**src/rtl/rr_arbiter.sv**
```systemverilog
// rr_arbiter: round-robin arbiter, one-hot registered grant held until done.
// Optional watchdog (`ARB_TIMEOUT_EN) force-releases a grant after TIMEOUT cycles.
//
// Ports:
//   clk     in   system clock, rising edge
//   rst_n   in   asynchronous active-low reset
//   req     in   [N_REQ]  level request per requester
//   done    in   resource completion pulse, sampled only while busy
//   gnt     out  [N_REQ]  one-hot grant, zero when idle
//   gnt_id  out  [IDW]    index of granted requester, held when idle
//   busy    out  grant active
//   timeout out  one-cycle pulse after a watchdog release

module rr_arbiter #(
    parameter int N_REQ   = 4,
    parameter int TIMEOUT = 255,
    parameter int TO_W    = 8,
    localparam int IDW    = $clog2(N_REQ)
) (
    input  logic             clk,
    input  logic             rst_n,
    input  logic [N_REQ-1:0] req,
    input  logic             done,
    output logic [N_REQ-1:0] gnt,
    output logic [IDW-1:0]   gnt_id,
    output logic             busy,
    output logic             timeout
);

    typedef enum logic {
        S_IDLE = 1'b0,
        S_BUSY = 1'b1
    } state_t;

    state_t           r_state;
    state_t           w_state_n;
    logic [N_REQ-1:0] r_gnt;
    logic [N_REQ-1:0] w_gnt_n;
    logic [IDW-1:0]   r_gnt_id;
    logic [IDW-1:0]   w_gnt_id_n;
    logic             r_busy;
    logic             w_busy_n;
    logic [IDW-1:0]   r_ptr;
    logic [IDW-1:0]   w_ptr_n;
    logic [IDW-1:0]   w_rel_ptr;
    logic [IDW:0]     w_pick_idle;
    logic [IDW:0]     w_pick_rel;
    logic             w_expire;
    logic             w_release;
    logic             w_grant_new;

    // First requester at or after p, wrapping modulo N_REQ.
    // MSB of the result flags a valid winner.
    function automatic logic [IDW:0] f_pick(
        input logic [N_REQ-1:0] i_r,
        input logic [IDW-1:0]   i_p
    );
        logic [IDW:0] v_res;
        logic [IDW:0] v_sum;
        v_res = '0;
        // Scan from the far end so the nearest hit is written last.
        for (int k = N_REQ - 1; k >= 0; k--) begin
            v_sum = {1'b0, i_p} + (IDW+1)'(k);
            if (v_sum >= (IDW+1)'(N_REQ))
                v_sum = v_sum - (IDW+1)'(N_REQ);
            if (i_r[v_sum[IDW-1:0]])
                v_res = {1'b1, v_sum[IDW-1:0]};
        end
        return v_res;
    endfunction

    assign w_rel_ptr = (r_gnt_id == IDW'(N_REQ - 1)) ? '0
                     : r_gnt_id + IDW'(1);

    assign w_pick_idle = f_pick(req, r_ptr);
    assign w_pick_rel  = f_pick(req, w_rel_ptr);

    assign w_release = (r_state == S_BUSY) && (done || w_expire);

    always_comb begin
        w_state_n   = r_state;
        w_gnt_n     = r_gnt;
        w_gnt_id_n  = r_gnt_id;
        w_busy_n    = r_busy;
        w_ptr_n     = r_ptr;
        w_grant_new = 1'b0;
        unique case (r_state)
            S_IDLE: begin
                if (w_pick_idle[IDW]) begin
                    w_state_n   = S_BUSY;
                    w_gnt_n     = N_REQ'(1) << w_pick_idle[IDW-1:0];
                    w_gnt_id_n  = w_pick_idle[IDW-1:0];
                    w_busy_n    = 1'b1;
                    w_grant_new = 1'b1;
                end
            end
            S_BUSY: begin
                if (w_release) begin
                    w_ptr_n = w_rel_ptr;
                    // Back-to-back handoff when someone else waits.
                    if (w_pick_rel[IDW]) begin
                        w_gnt_n     = N_REQ'(1) << w_pick_rel[IDW-1:0];
                        w_gnt_id_n  = w_pick_rel[IDW-1:0];
                        w_grant_new = 1'b1;
                    end else begin
                        w_state_n = S_IDLE;
                        w_gnt_n   = '0;
                        w_busy_n  = 1'b0;
                    end
                end
            end
            default: begin
                w_state_n = S_IDLE;
            end
        endcase
    end

    always_ff @(posedge clk or negedge rst_n) begin
        if (!rst_n) begin
            r_state  <= S_IDLE;
            r_gnt    <= '0;
            r_gnt_id <= '0;
            r_busy   <= 1'b0;
            r_ptr    <= '0;
        end else begin
            r_state  <= w_state_n;
            r_gnt    <= w_gnt_n;
            r_gnt_id <= w_gnt_id_n;
            r_busy   <= w_busy_n;
            r_ptr    <= w_ptr_n;
        end
    end

`ifdef ARB_TIMEOUT_EN
    logic [TO_W-1:0] r_cnt;
    logic            r_timeout;

    // done in the same cycle wins: no forced release, no pulse.
    assign w_expire = (r_state == S_BUSY) && !done
                   && (r_cnt == TO_W'(TIMEOUT));

    always_ff @(posedge clk or negedge rst_n) begin
        if (!rst_n) begin
            r_cnt     <= '0;
            r_timeout <= 1'b0;
        end else begin
            r_timeout <= w_expire;
            if (w_grant_new)
                r_cnt <= TO_W'(1);
            else if ((r_state == S_BUSY) && !w_release)
                r_cnt <= r_cnt + TO_W'(1);
        end
    end

    assign timeout = r_timeout;
`else
    assign w_expire = 1'b0;
    assign timeout  = 1'b0;

    // Watchdog parameters have no effect in this build.
    if (TIMEOUT < 1 || TO_W < 1) begin : g_wd_unused
    end
`endif

    assign gnt    = r_gnt;
    assign gnt_id = r_gnt_id;
    assign busy   = r_busy;

endmodule

```
**config.mk**
```make
export PLATFORM = sky130hd
export DESIGN_NAME = rr_arbiter
export DESIGN_NICKNAME = d
export VERILOG_FILES = /design/src/rtl/rr_arbiter.sv
export SDC_FILE = /design/constraint.sdc
export NUM_CORES = 1
export LEC_CHECK = 0
export CORE_UTILIZATION = 44
export CTS_CLUSTER_DIAMETER = 150
export CTS_CLUSTER_SIZE = 40
export DETAILED_ROUTE_END_ITERATION = 12
export HOLD_SLACK_MARGIN = 0.1
export PLACE_DENSITY_LB_ADDON = 0.15
export SYNTH_ARGS = -nofsm -noshare
export SYNTH_HDL_FRONTEND = slang
export SYNTH_SLANG_ARGS = --single-unit
```
**constraint.sdc**
```tcl
create_clock -name clk -period 1.9 [get_ports clk]
set_input_delay 0.57 -clock clk [delete_from_list [all_inputs] [get_ports clk]]
set_output_delay 0.57 -clock clk [all_outputs]
set_load 0.05 [all_outputs]
```
==> metrics.cfg <==
[clocking]
postCtsHoldBufs = 0
htree_levels = 1
cts_sinks = 10
cts_tree = built
cts_made_buffers = 3
clk_latency_ps = 280
root_buffer = clkbuf_4
clk_pin_slew_ps = 70
clk_path_buf_depth = 2

[placed_design]
gp_congestion = 0.8412
postPlaceCellArea_um2 = 967.2
hpwl_um = 1406
io_buffer_count = 13

[power]
power.density_nw_per_um2 = 1404
power_mw = 1.482
ir_drop_mv = 0.7614
power_leakage_nw = 0.4744

[min_path]
min_path_type = reg2reg

[detailed_routing]
wl_per_cell_um = 14.85
dr.pass1.iters = 6
finalWirelength_um = 1945
drtIter0Drc = 26
via_count = 763
antenna_left = 0
drcViolationCount = 0
routed_via_density = 5.824

[critical_path]
critPathCaptureType = register
r2r-start = gnt_id[0]$_DFFE_PN0P_
start_kind = register
crit_type = reg2reg
rr_worst_depth = 6
cp_slowest_cell = or4_1
critPathRequiredTime_ps = 2080
cp_num_cells = 6
crit_path_start = gnt_id[0]$_DFFE_PN0P_
reg2reg_slack_ps = -100
worstPathArrival_ps = 2190
critPathCapture = gnt[1]$_DFFE_PN0P_
path_max_fanout = 3
critPathTopFamily = simple AND/OR/NAND/NOR gates
crit_chain = ha_4 -> or2_4 -> o211ai_1 -> nand3_1 -> or4_1 -> a31oi_1
path_buf_inv = 0
r2r-end = gnt[1]$_DFFE_PN0P_
max_stage_delay_ps = 490

[synthesis]
synth_edf_count = 0
ys_warn_count = 0
synth-async-reset-ratio_pct = 100.0
synthTopCellsByArea = dfrtp_1 (35%), a21oi_1 (5.0%), nand2_1 (4.8%), nor2_1 (3.7%), o22ai_1 (3.5%)
synth_most_common_cell = dfrtp_1
yosysUniqueCellTypes = 37
synthCells = 85
avgSynthCellArea_um2 = 8.317
ys_ff_latch = 10
synth-main-ff-cell = dfrtp_1
synth_common_cells = dfrtp_1 (10), nand2_1 (9), a21oi_1 (7), nor2_1 (7)
yosysTopAreaCellShare_pct = 35.40
syn_area_um2 = 706.9
seq_area_frac_synth_pct = 35.40
syn_nets = 93
synth_top_cell_by_area = dfrtp_1

[finish]
drive_gt1_share_pct = 40.00
multi_input_area_um2 = 459.2
seq_area_um2 = 252.7
diodes = 0
synthToLayoutAreaGrowth_pct = 49.38
fillers = 132
fin_util_pct = 70.10
num-nets-final = 124
final_area_um2 = 1056

[grt]
grt_pass1_wl_um = 3187
antenna_found_initial = 0
grt_pass1_vias = 740
overflow = 0
track_usage_pct = 23.71
grt_max_degree = 11

[timing]
period_share_pct = 105.4
finalSetupViolations = 2
setup_tns_ps = -197.4
finalHoldViolCount = 0
drv_slew = 0
clock.fmax_mhz = 499.2
worst_slack_ps = -103.2
rsz0062_at_grt = yes
min_period_ps = 2003
clock-skew-final_ps = 11.67

[floorplan]
die_h_um = 42.09
start_util_pct = 46.93
core-area_um2 = 1506
io_pins = 15
dieArea_um2 = 1771
rows = 14
die_w_um = 42.09

[run_status]
failed_checks = negative setup slack
status = finished with violations

[job]
drv_cap = 0

-- cell type report --
class                      instances  area share (%)
sequential                        10           23.93
clock buffer                       4           3.436
tap                               16           1.896
timing repair buffer              33           26.18
multi-input combinational         65           43.48
inverter                           3           1.066
-- registers in the layout, indices dropped and copies added (netlist names) --
register  count
gnt           4
gnt_id        2
r_ptr         2
busy          1
r_state       1
-- power by group --
part           internal, mW  total (mW)  switching [mW]  leakage [nW]
logic                 0.422       0.915           0.492         0.338
clock network         0.117       0.197          0.0801        0.0210
registers             0.289       0.371          0.0823         0.115
total                 0.828        1.48           0.655         0.474
-- how the worst min path moves through the flow --
stage                                    start  cells after the start  slack, ps              endpoint
after floorplan                          rst_n                      0        270      busy$_DFFE_PN0P_
after global placement    r_ptr[0]$_DFFE_PN0P_                      2        520  r_ptr[0]$_DFFE_PN0P_
after detailed placement  r_ptr[0]$_DFFE_PN0P_                      2        520  r_ptr[0]$_DFFE_PN0P_
after CTS                 r_ptr[0]$_DFFE_PN0P_                      2        540  r_ptr[0]$_DFFE_PN0P_
after global routing      r_ptr[0]$_DFFE_PN0P_                      2        580  r_ptr[0]$_DFFE_PN0P_
final                     r_ptr[0]$_DFFE_PN0P_                      2        540  r_ptr[0]$_DFFE_PN0P_
-- logic make-up (layout without fill, tap and decap cells) --
logic type | Yosys count | after routing | synth area share, %
multiplexers | 3 | 3 | 4.425
buffers and inverters | 10 | 40 | 7.257
flip-flops | 10 | 10 | 35.40
AND/OR/NAND/NOR | 30 | 30 | 22.12
AO/OA/AOI/OAI | 30 | 30 | 28.50
other | 1 | 1 | 0.5305
adder cells (fa/ha/maj) | 1 | 1 | 1.770
-- metrics by stage --
step | hold WS [ps] | std cells | setup slack (ps)
after global placement | 516.1 | 125 | -422.1
after global routing | 583.1 | 131 | -172.0
after CTS | 544.9 | 132 | -78.88
after floorplan | 274.4 | 85 | -255.2
final | 539.8 | 131 | -103.2
after detailed placement | 520.3 | 125 | -444.2
-- placed cells by master (no fill, tap or decap), types with 2 or more instances in the layout --
cell type and instances:
dlygate4sd2_1 2, o22ai_1 3, a21oi_1 6, dfrtp_2 2
clkdlybuf4s50_1 4, o21ai_0 3, nand3_1 4, o211ai_1 3
inv_1 3, o21ai_1 2, clkbuf_4 3, nand2_1 7
a31oi_1 2, nand2b_1 2, nor2_1 7, mux2i_1 2
buf_4 25, dfrtp_1 8, nand2_2 2
-- worst reg2reg max path: cells and delay by family, from the launching register on --
kind            cells  cell delay (ps)
flops               1              430
compound gates      2              420
fa+ha+maj           1              160
simple gates        3              900
-- routing by layer --
| metal | part of all wire [%] | up-vias | track usage [%] | wire length [um] |
|---|---|---|---|---|
| li1 | - | 377 | - | - |
| met5 | 0 | - | 0 | 0 |
| met4 | 1.7 | 0 | 6.875 | 34 |
| met1 | 44 | 354 | 29.20 | 852 |
| met3 | 5.9 | 8 | 8.190 | 115 |
| met2 | 48 | 24 | 39.38 | 942 |
-- what timing repair did --
item | 4_1_cts | 5_1_grt
gates resized for setup | 6 | 4
buffers inserted | 3 | 0
endpoints found under the setup margin | 5 | 5
pin swaps | 5 | 2
Note: power is estimated with default switching activity, not from simulation.
